File: config.mk
export PLATFORM = sky130hd
export DESIGN_NAME = lcv_mul_acc_pipe
export DESIGN_NICKNAME = d
export VERILOG_FILES = /design/src/rtl/lcv_mul_acc_pkg.sv /design/src/rtl/lcv_sat_add.sv /design/src/rtl/lcv_mul_acc_pipe.sv
export SDC_FILE = /design/constraint.sdc
export NUM_CORES = 1
export LEC_CHECK = 0
export CAP_MARGIN = 20
export CORE_ASPECT_RATIO = 0.5
export CORE_MARGIN = 1.5
export CORE_UTILIZATION = 66
export CTS_CLUSTER_SIZE = 40
export DETAILED_ROUTE_END_ITERATION = 10
export HOLD_SLACK_MARGIN = 0.05
export PLACE_DENSITY = 0.88
export SETUP_SLACK_MARGIN = 0.1
export SLEW_MARGIN = 20
export SYNTH_ARGS = -nofsm -noshare
export SYNTH_HDL_FRONTEND = slang
export SYNTH_SLANG_ARGS = --single-unit
export TNS_END_PERCENT = 5
File: constraint.sdc
create_clock -name clk -period 21.9 [get_ports clk]
set_input_delay 5.475 -clock clk [delete_from_list [all_inputs] [get_ports clk]]
set_output_delay 5.475 -clock clk [all_outputs]
set_load 0.01 [all_outputs]
File: src/rtl/lcv_mul_acc_pkg.sv
// Shared types and constants for the pipelined multiply-accumulate family.
package lcv_mul_acc_pkg;

  typedef enum logic [1:0] {
    OP_MUL  = 2'd0,
    OP_MAC  = 2'd1,
    OP_MSUB = 2'd2,
    OP_LOAD = 2'd3
  } lcv_mul_acc_op_t;

  localparam int LCV_MUL_ACC_LAT = 3;

endpackage

File: src/rtl/lcv_sat_add.sv
// Signed add/subtract formed one bit wider than the operands, with overflow
// detection and optional clamping to the representable range.
module lcv_sat_add #(
  parameter int WIDTH    = 40,
  parameter int SATURATE = 1
) (
  input  logic [WIDTH-1:0] x,
  input  logic [WIDTH-1:0] y,
  input  logic             sub,
  output logic [WIDTH-1:0] sum,
  output logic             ovf
);

  logic [WIDTH:0] wide;

  always_comb begin
    if (sub) begin
      wide = {x[WIDTH-1], x} - {y[WIDTH-1], y};
    end else begin
      wide = {x[WIDTH-1], x} + {y[WIDTH-1], y};
    end
    // Overflow when the guard bit disagrees with the result sign bit.
    ovf = wide[WIDTH] ^ wide[WIDTH-1];
    if (ovf && (SATURATE != 0)) begin
      sum = wide[WIDTH] ? {1'b1, {(WIDTH-1){1'b0}}} : {1'b0, {(WIDTH-1){1'b1}}};
    end else begin
      sum = wide[WIDTH-1:0];
    end
  end

endmodule

File: src/rtl/lcv_mul_acc_pipe.sv
// Three-stage signed multiply-accumulate with valid/ready on both sides and a
// global stall; the accumulator lives in the last stage so MACs chain freely.
(* use_dsp48 = "yes" *)
module lcv_mul_acc_pipe
  import lcv_mul_acc_pkg::*;
#(
  parameter int A_WIDTH   = 16,
  parameter int B_WIDTH   = 16,
  parameter int ACC_WIDTH = 40,
  parameter int SATURATE  = 1
) (
  input  logic                 clk,
  input  logic                 rst,
  input  logic                 in_valid,
  output logic                 in_ready,
  input  logic [A_WIDTH-1:0]   in_a,
  input  logic [B_WIDTH-1:0]   in_b,
  input  logic [ACC_WIDTH-1:0] in_c,
  input  logic [1:0]           in_op,
  output logic                 out_valid,
  input  logic                 out_ready,
  output logic [ACC_WIDTH-1:0] out_data,
  output logic                 out_ovf,
  output logic [ACC_WIDTH-1:0] acc_value
);

  if (ACC_WIDTH < A_WIDTH + B_WIDTH) begin : g_width_check
    $error("lcv_mul_acc_pipe: ACC_WIDTH must be at least A_WIDTH + B_WIDTH");
  end

  logic stall;

  logic                        s1_valid;
  logic signed [A_WIDTH-1:0]   s1_a;
  logic signed [B_WIDTH-1:0]   s1_b;
  logic [ACC_WIDTH-1:0]        s1_c;
  lcv_mul_acc_op_t             s1_op;

  logic                        s2_valid;
  logic signed [ACC_WIDTH-1:0] s2_p;
  logic [ACC_WIDTH-1:0]        s2_c;
  lcv_mul_acc_op_t             s2_op;

  logic signed [A_WIDTH+B_WIDTH-1:0] prod;
  logic [ACC_WIDTH-1:0]        acc;
  logic [ACC_WIDTH-1:0]        add_x;
  logic [ACC_WIDTH-1:0]        add_y;
  logic                        add_sub;
  logic [ACC_WIDTH-1:0]        res;
  logic                        res_ovf;

  assign stall     = out_valid & ~out_ready;
  assign in_ready  = ~stall;
  assign acc_value = acc;
  assign prod      = s1_a * s1_b;

  always_ff @(posedge clk or posedge rst) begin
    if (rst) begin
      s1_valid <= 1'b0;
      s2_valid <= 1'b0;
    end else if (!stall) begin
      s1_valid <= in_valid;
      s2_valid <= s1_valid;
    end
  end

  // Operand and product registers carry no reset so they pack into the DSP.
  always_ff @(posedge clk) begin
    if (!stall) begin
      s1_a  <= in_a;
      s1_b  <= in_b;
      s1_c  <= in_c;
      s1_op <= lcv_mul_acc_op_t'(in_op);
      s2_p  <= ACC_WIDTH'(prod);
      s2_c  <= s1_c;
      s2_op <= s1_op;
    end
  end

  always_comb begin
    add_x   = s2_p;
    add_y   = s2_c;
    add_sub = 1'b0;
    case (s2_op)
      OP_MAC: begin
        add_x = acc;
        add_y = s2_p;
      end
      OP_MSUB: begin
        add_x   = acc;
        add_y   = s2_p;
        add_sub = 1'b1;
      end
      default: begin
      end
    endcase
  end

  lcv_sat_add #(
    .WIDTH    (ACC_WIDTH),
    .SATURATE (SATURATE)
  ) u_sat_add (
    .x   (add_x),
    .y   (add_y),
    .sub (add_sub),
    .sum (res),
    .ovf (res_ovf)
  );

  always_ff @(posedge clk or posedge rst) begin
    if (rst) begin
      out_valid <= 1'b0;
      out_data  <= '0;
      out_ovf   <= 1'b0;
      acc       <= '0;
    end else if (!stall) begin
      out_valid <= s2_valid;
      if (s2_valid) begin
        out_data <= res;
        out_ovf  <= res_ovf;
        if (s2_op != OP_MUL) begin
          acc <= res;
        end
      end
    end
  end

endmodule

==> metrics.cfg, run 1 <==
[outcome]
status=completed

[grt]
globalRouteOverflowTotal=0
grt_usage_pct=32.2
first_global_vias=16178
grt_max_degree=151
grt_pass1_wl_um=86000
grt_antenna_before_repair=0

[sta]
tightest_slew_ns=0.976
finalHoldViolCount=0
rsz0062_at_grt=false
final_max_slew_viol_count=0
relSlewSlack_pct=34.9
setup_viol=0
clock_skew_ns=0.0165
tns_ns=0
period_needed_ns=12.24
timing.fmax_ghz=0.0817
timing.final.crit_share_pct=55.9

[layout]
diodes=0
drive_gt1_share_pct=4.75
areaGrowthSynthToFinish_pct=12.2
nets=2682
fillers=2053

[worst_setup_path]
crit_required_ns=16.43
path_max_fanout=5
start_kind=input pin
endpoint_kind=output pin
worstSetupPathType=in2out
cp-startpoint=out_ready
crit_arrival_ns=6.76
r2r_start=s1_b[1]

[die]
core-area_um2=32100
initial_core_util_pct=67.8
die_area_um2=34100
die-width_um=260
die_h_um=131
ios=161
rows=46

[routing]
drc=0
finalWirelength_um=53400
first_iter_violations=1717
wl_per_cell_um=20.1
drtAntennaViolNets=0
dr_total_vias=16015
vias_per_cell=6.01
drt_first_pass_iters=5

[cts]
clockBufferDepth=3
h-tree-depth=1
cts_buffers=22
post_cts_buffers=0
clk_pin_slew_ns=0.06
cts.repair.resized=0
ctsHoldBuffers=0
clk_latency_ns=0.55
cts_tree=done
clockRootBuffer=clkbuf_16
cts_num_sinks=232

[hold_path]
hold_path.class=reg2reg
worstHoldStart=s1_c[8]

[logic_synthesis]
synth_edf_count=148
ys_seq_area_share_pct=30.1
ys_ff_latch=232
synth_nets=2570
synth.distinct_cells=72
synth_common_cells=inv_1 (306), fa_1 (263), nand2_1 (241), edfxtp_1 (148), and2_1 (131)
yosys_warnings=0
syn_inst=2104
synthTopCellsByArea=fa_1 (24%), edfxtp_1 (20%), dfrtp_1 (9.7%)
synth_ff_type=edfxtp_1
synth_largest_area_cell=fa_1
yosysMostFrequentCell=inv_1
async_reset_ff_share_pct=36.2
syn_area_um2=21700
postSynthAreaPerCell_um2=10.3
yosysTopAreaCellShare_pct=24.2

[flow_run]
cap_violations=0

[placement]
gp_congestion=0.961
dp_hpwl_um=40200
io_buffers=160

final cells by class:
class                   count  area [µm²]  area share (%)
multi-input cells        1486       13800            56.4
flip-flops and latches    232        6550            26.8
repair buffers            168        1680            6.88
inverters                 306        1150            4.71
clock buffers              26         566            2.32
well taps                 432         541            2.22
clock inverters            14         150           0.616
cells by family (layout without fill, tap and decap cells):
logic type	after synthesis	count (layout)	share of synthesized area, %
adders and majority gates	398	398	31.9
muxes	63	63	3.11
and+or+nand+nor	559	559	12.5
AOI/OAI and AO/OA	357	357	11.1
DFF	232	232	30.1
buffers and inverters	386	514	6.74
xor gates and xnor gates	109	109	4.51
cell usage in the layout, fill, tap and decap left out, types with 11 or more instances in the layout:
cell type / synthesis / routed
nor3_1: 18 / 18
fa_1: 263 / 263
dfrtp_1: 84 / 84
nand2b_1: 19 / 18
mux2i_1: 26 / 26
mux2_2: 37 / 37
a22o_1: 55 / 55
o21ai_0: 72 / 72
xnor2_1: 56 / 56
ha_1: 125 / 124
xor2_1: 51 / 51
clkbuf_16: 0 / 22
a21oi_1: 90 / 89
nor2_1: 71 / 71
a21o_1: 29 / 29
nand3_1: 12 / 12
o21bai_1: 11 / 11
clkdlybuf4s50_1: 0 / 160
o21a_1: 14 / 14
and2_1: 131 / 131
nand2_1: 241 / 240
edfxtp_1: 148 / 148
inv_1: 306 / 305
stage by stage:
stage / cells / utilization (%) / setup slack, ns / hold WS [ns] / area [µm²]
5_1_grt: 2664 / 76.1 / 9.62 / 0.423 / 24400
4_1_cts: 2664 / 76.1 / 9.64 / 0.419 / 24400
3_5_place_dp: 2624 / 73.8 / 9.65 / 0.405 / 23700
2_1_floorplan: 2104 / - / 6.64 / 0.400 / 21700
6_report: 2664 / 76.1 / 9.66 / 0.419 / 24400
3_3_place_gp: 2624 / 73.8 / 9.64 / 0.401 / 23700
layer usage:
metal | GRT usage (%) | part of all wire (%) | vias up | wire length [µm]
li1 | - | - | 7192 | -
met1 | 46.2 | 42 | 7888 | 22400
met5 | 0 | 0 | - | 0
met2 | 50.5 | 46 | 795 | 24500
met4 | 9.92 | 3.2 | 0 | 1690
met3 | 5.61 | 9.0 | 140 | 4810
state kept, by name, indices dropped and copies added, names as in the netlist:
name,count
acc_value,40
out_data,40
s1_c,40
s2_c,40
s2_p,32
s1_a,16
s1_b,16
s1_op,2
s2_op,2
out_ovf,1
out_valid,1
s1_valid,1
s2_valid,1
critical path, stage by stage:
cell and delay (ns):
clkdlybuf4s50_1 0.46, nand2b_4 0.24, clkdlybuf4s50_1 0.57
worst paths after layout:
check | to | slack, ns | depth (start not counted)
worst max-delay path | in_ready | 9.66 | 3
max in group asynchronous | acc_value[35] | 15.97 | 3
min in group asynchronous | out_data[2] | 5.44 | 3
worst max register to register | s2_p[29] | 14.71 | 21
worst min register to register | s2_c[8] | 0.42 | 0
worst min-delay path | s2_c[8] | 0.42 | 0
Power of run 1 is left out: the tool's default activity adds up to more than one toggle a clock period on the data nets, which glitch-free logic cannot reach.
==> run 2: changes to the inputs <==
--- a/config.mk
+++ b/config.mk
@@ -8,11 +8,11 @@
 export CAP_MARGIN = 20
 export CORE_ASPECT_RATIO = 0.5
 export CORE_MARGIN = 1.5
-export CORE_UTILIZATION = 66
+export CORE_UTILIZATION = 61
 export CTS_CLUSTER_SIZE = 40
 export DETAILED_ROUTE_END_ITERATION = 10
 export HOLD_SLACK_MARGIN = 0.05
-export PLACE_DENSITY = 0.88
+export PLACE_DENSITY = 0.83
 export SETUP_SLACK_MARGIN = 0.1
 export SLEW_MARGIN = 20
 export SYNTH_ARGS = -nofsm -noshare
==> constraint.sdc (replaced) <==
create_clock -name clk -period 11.96 [get_ports clk]
set_input_delay 2.99 -clock clk [delete_from_list [all_inputs] [get_ports clk]]
set_output_delay 2.99 -clock clk [all_outputs]
set_load 0.01 [all_outputs]
==> metrics.cfg, run 2 (synthesis gave the netlist of run 1 again) <==
[routing]
wl_met2_um=24100  ; -1.6%
dr_total_vias=15766  ; -1.6%
drc=0  ; unchanged
finalWirelength_um=52100  ; -2.4%
highest_layer=met4
wl_per_cell_um=19.3  ; -4.0%
vias_per_cell=5.82  ; -3.2%
wl_met1_um=22900  ; +2.0%
met3_length_um=3960  ; -18%
first_iter_violations=1470  ; -14%
drtAntennaViolNets=0  ; unchanged
drt_first_pass_iters=5  ; unchanged

[layout]
diodes=0  ; unchanged
nets=2683  ; +0.037%
final_util_pct=70.4  ; -5.7 points
areaGrowthSynthToFinish_pct=12.5
layout_commonest_cell=inv_1
drive_gt1_share_pct=4.97  ; +0.22 points
layout_common_cells=inv_1 (305), fa_1 (263), nand2_1 (240), clkdlybuf4s50_1 (160), edfxtp_1 (148)

[flow_run]
cap_violations=0  ; unchanged

[worst_setup_path]
worstSetupPathType=in2out
path_cells=clkdlybuf4s50_1 -> nand2b_4 -> clkdlybuf4s50_1
reg2reg_depth=21  ; unchanged
start_kind=input pin
cpPeakStageDelay_ns=0.65  ; +0.08 ns
cpMostUsedCell=clkdlybuf4s50_1
crit_arrival_ns=4.63  ; -2.13 ns
crit_slowest_cell=clkdlybuf4s50_1
regToRegEndpoint=s2_p[31]
endpoint_kind=output pin
path_buf_inv=2  ; unchanged
cp-startpoint=out_ready
reg2reg_slack_ns=4.95  ; -9.76 ns
crit_required_ns=8.97  ; -7.46 ns
worstSetupEndpoint=in_ready
path_max_fanout=36  ; +31
worstSetupPathDepth=3  ; unchanged
r2r_start=s1_b[1]
cp_top_family=buffers and inverters

[grt]
grt_pass1_wl_um=83100  ; -3.3%
first_global_vias=15854  ; -2.0%
globalRouteOverflowTotal=0  ; unchanged
grt_max_degree=85  ; -44%
grt_antenna_before_repair=0  ; unchanged
grt_usage_pct=28.7  ; -3.5 points

[cts]
h-tree-depth=1  ; unchanged
clockRootBuffer=clkbuf_16
cts_num_sinks=232  ; unchanged
clk_pin_slew_ns=0.06  ; about the same
ctsHoldBuffers=0  ; unchanged
cts.repair.resized=0  ; unchanged
clockBufferDepth=3  ; unchanged
cts_buffers=22  ; unchanged
clk_latency_ns=0.55  ; about the same
cts_tree=done
post_cts_buffers=0  ; unchanged

[sta]
setup_ws_ns=4.34  ; -5.32 ns
clock_skew_ns=0.0233  ; +0.00678 ns
tns_ns=0  ; unchanged
rsz0062_at_grt=false
final_max_slew_viol_count=0  ; unchanged
setup_viol=0  ; unchanged
timing.fmax_ghz=0.131
relSlewSlack_pct=38.4  ; +3.5 points
tightest_slew_ns=0.925  ; -0.0513 ns
period_needed_ns=7.62
finalHoldViolCount=0  ; unchanged
timing.final.crit_share_pct=63.7

[placement]
pre_cts_ws_ns=4.32  ; -5.33 ns
gp_congestion=0.939  ; -2.3%
io_buffers=160  ; unchanged
dp_hpwl_um=40600  ; +1.1%

[die]
rows=48  ; +4.3%
die_h_um=136  ; +3.9%
die_area_um2=36900  ; +8.1%
initial_core_util_pct=62.5  ; -5.3 points
ios=161  ; unchanged
core-area_um2=34800  ; +8.5%
die-width_um=270  ; +4.0%

[hold_path]
hold_depth=0  ; unchanged
hold_path.class=reg2reg

[outcome]
status=completed

[run 2: cell count changes in the layout (fill, tap and decap cells not counted), sizes merged]
cell	change
clkinv	+3
clkinvlp	-2
inv	-2
buf	+1
clkbuf	+1
[run 2: how the worst min path moves through the flow]
stage	slack [ns]	start	to
after floorplan	0.40	s1_c[0]	s2_c[0]
after global placement	0.40	s1_op[0]	s2_op[0]
after detailed placement	0.40	s1_c[36]	s2_c[36]
after CTS	0.42	s1_op[0]	s2_op[0]
after global routing	0.42	s1_c[29]	s2_c[29]
final	0.42	s1_c[24]	s2_c[24]
[run 2: final cells by class]
class,count,area (µm²)
timing repair buffer,169,1670
inverter,306,1150
fill,2506,10300
multi-input combinational,1486,13800
clock buffer,27,592
clock inverter,13,149
sequential,232,6550
tap,475,594
[run 2: per-stage QoR]
stage | instances | area [µm²] | hold WS (ns)
2_1_floorplan | 2104 | 21700 | 0.400
3_3_place_gp | 2668 | 23700 | 0.400
3_5_place_dp | 2668 | 23700 | 0.405
4_1_cts | 2708 | 24500 | 0.419
5_1_grt | 2708 | 24500 | 0.423
6_report | 2708 | 24500 | 0.418
[run 2: metal layers]
metal  vias up  track usage, %
met3        99            4.56
met4         0            6.59
met1      7813            40.8
met2       655            47.0
met5         -               0
li1       7199               -
Power of run 2 is left out for the same reason.
==> run 3: changes to the inputs <==
--- a/config.mk
+++ b/config.mk
@@ -8,11 +8,11 @@
 export CAP_MARGIN = 20
 export CORE_ASPECT_RATIO = 0.5
 export CORE_MARGIN = 1.5
-export CORE_UTILIZATION = 61
+export CORE_UTILIZATION = 55
 export CTS_CLUSTER_SIZE = 40
 export DETAILED_ROUTE_END_ITERATION = 10
 export HOLD_SLACK_MARGIN = 0.05
-export PLACE_DENSITY = 0.83
+export PLACE_DENSITY = 0.79
 export SETUP_SLACK_MARGIN = 0.1
 export SLEW_MARGIN = 20
 export SYNTH_ARGS = -nofsm -noshare
==> constraint.sdc (replaced) <==
create_clock -name clk -period 6.4 [get_ports clk]
set_input_delay 1.6 -clock clk [delete_from_list [all_inputs] [get_ports clk]]
set_output_delay 1.6 -clock clk [all_outputs]
set_load 0.01 [all_outputs]
==> metrics.cfg, run 3 (synthesis gave the netlist of run 1 again) <==
[outcome]
status=completed

[worst_setup_path]
worstSetupPathDepth=22  ; +19
crit_slowest_cell=fa_2
reg2reg_depth=22  ; +4.8%
r2r_start=s1_a[15]
path_cells=nand2_2 -> inv_1 -> fa_1 -> buf_4 -> fa_2 -> fa_1 -> fa_1 -> fa_1 -> inv_1 -> fa_1 -> inv_1 -> ha_1 -> a21o_1 -> a21o_1 -> a21oi_1 -> o21ai_0 -> a31o_2 -> a21oi_2 -> buf_4 -> o21ai_0 -> o21ai_0 -> a2bb2oi_1
cp_top_family=adder cells
cp-startpoint=s1_a[15]
crit_required_ns=6.69  ; -2.28 ns
endpoint_kind=register
cpPeakStageDelay_ns=0.61  ; -0.04 ns
cpMostUsedCell=fa_1
reg2reg_slack_ns=0.20  ; -4.75 ns
path_buf_inv=5  ; +3
regToRegEndpoint=s2_p[29]
path_max_fanout=8  ; -78%
crit_arrival_ns=6.49  ; +1.86 ns
worstSetupEndpoint=s2_p[29]
start_kind=register
worstSetupPathType=reg2reg

[cts]
h-tree-depth=1  ; unchanged
clk_pin_slew_ns=0.06  ; about the same
cts_num_sinks=232  ; unchanged
cts_buffers=23  ; +4.5%
clockRootBuffer=clkbuf_16
clk_latency_ns=0.56  ; about the same
ctsHoldBuffers=0  ; unchanged
cts_tree=done
clockBufferDepth=3  ; unchanged

[sta]
holdWs_ns=0.409  ; -0.00927 ns
final_max_slew_viol_count=0  ; unchanged
relSlewSlack_pct=31.2  ; -7.2 points
period_needed_ns=6.20
setup_viol=0  ; unchanged
tns_ns=0  ; unchanged
rsz0062_at_grt=true
timing.fmax_ghz=0.161
finalHoldViolCount=0  ; unchanged
timing.final.crit_share_pct=96.9
tightest_slew_ns=1.03  ; +0.108 ns
setup_ws_ns=0.200  ; -4.14 ns
clock_skew_ns=0.0181  ; -0.00524 ns

[routing]
first_iter_violations=1100  ; -25%
drtAntennaViolNets=0  ; unchanged
wl_per_cell_um=19.3  ; about the same
drt_first_pass_iters=7  ; +2
drc=0  ; unchanged
finalWirelength_um=55000  ; +5.5%
vias_per_cell=5.58  ; -4.1%
dr_total_vias=15949  ; +1.2%

[layout]
diodes=0  ; unchanged
layout_common_cells=inv_1 (302), fa_1 (260), nand2_1 (235), clkdlybuf4s50_1 (160), edfxtp_1 (148)
nets=2779  ; +3.6%
layout_commonest_cell=inv_1
areaGrowthSynthToFinish_pct=17.0
drive_gt1_share_pct=10.1  ; +5.2 points

[grt]
grt_max_degree=85  ; unchanged
grt_usage_pct=26.9  ; -1.8 points
grt_pass1_wl_um=86000  ; +3.5%
first_global_vias=15851  ; -0.019%
grt_antenna_before_repair=0  ; unchanged
globalRouteOverflowTotal=0  ; unchanged

[placement]
dp_hpwl_um=44200  ; +8.9%
gp_congestion=0.965  ; +2.8%
io_buffers=160  ; unchanged
pre_cts_ws_ns=0.00837  ; -4.31 ns

[die]
core-area_um2=38900  ; +12%
ios=161  ; unchanged
die-width_um=284  ; +5.3%
die_area_um2=40800  ; +11%
initial_core_util_pct=55.9  ; -6.7 points
die_h_um=144  ; +5.2%
rows=51  ; +6.3%

[flow_run]
cap_violations=0  ; unchanged

[hold_path]
worstHoldStart=s1_c[0]
hold_path.class=reg2reg

-- run 3: area by class of cell --
class | count | area (µm²)
Clock inverter | 9 | 96.3
Fill cell | 2939 | 13500
Sequential cell | 232 | 6550
Inverter | 306 | 1150
Multi-Input combinational cell | 1486 | 13900
Timing Repair Buffer | 264 | 2430
Tap cell | 530 | 663
Clock buffer | 31 | 647
-- run 3: worst min-delay path by stage --
stage / end / slack (ns) / cells past startpoint
finish: s2_c[0] / 0.41 / 0
global route: s2_c[16] / 0.42 / 0
CTS: s2_c[34] / 0.41 / 0
detailed placement: s2_c[34] / 0.40 / 0
global placement: s2_op[0] / 0.40 / 0
floorplan: s2_c[0] / 0.40 / 0
-- run 3: what timing repair did --
item / in CTS / in global routing
setup endpoints to repair: 6 / 86
gates resized for setup: 0 / 44
pin swaps: 0 / 18
gates cloned: 0 / 0
buffers inserted: 5 / 20
-- run 3: through the flow --
step                cells  utilization [%]  instance area [µm²]
floorplan            2104                -                21700
global placement     2793             62.5                24300
detailed placement   2793             62.5                24300
CTS                  2838             64.5                25100
global route         2858             65.4                25400
finish               2858             65.4                25400
-- run 3: worst register-to-register path: cells and delay by family, from the launching register on --
| kind | cells | cell delay, ns |
|---|---|---|
| adders and majority gates | 7 | 3.32 |
| AOI/OAI and AO/OA | 9 | 1.40 |
| DFF | 1 | 0.57 |
| buffers and inverters | 5 | 0.53 |
| and+or+nand+nor | 1 | 0.14 |
-- run 3: layer usage --
layer	wire length, µm	track usage [%]	vias up	share of wire [%]
li1	-	-	7395	-
met1	24400	38.1	7930	44
met2	25900	44.2	563	47
met3	3830	4.51	61	7.0
met4	932	5.10	0	1.7
met5	0	0	-	0
Power of run 3 is left out for the same reason.
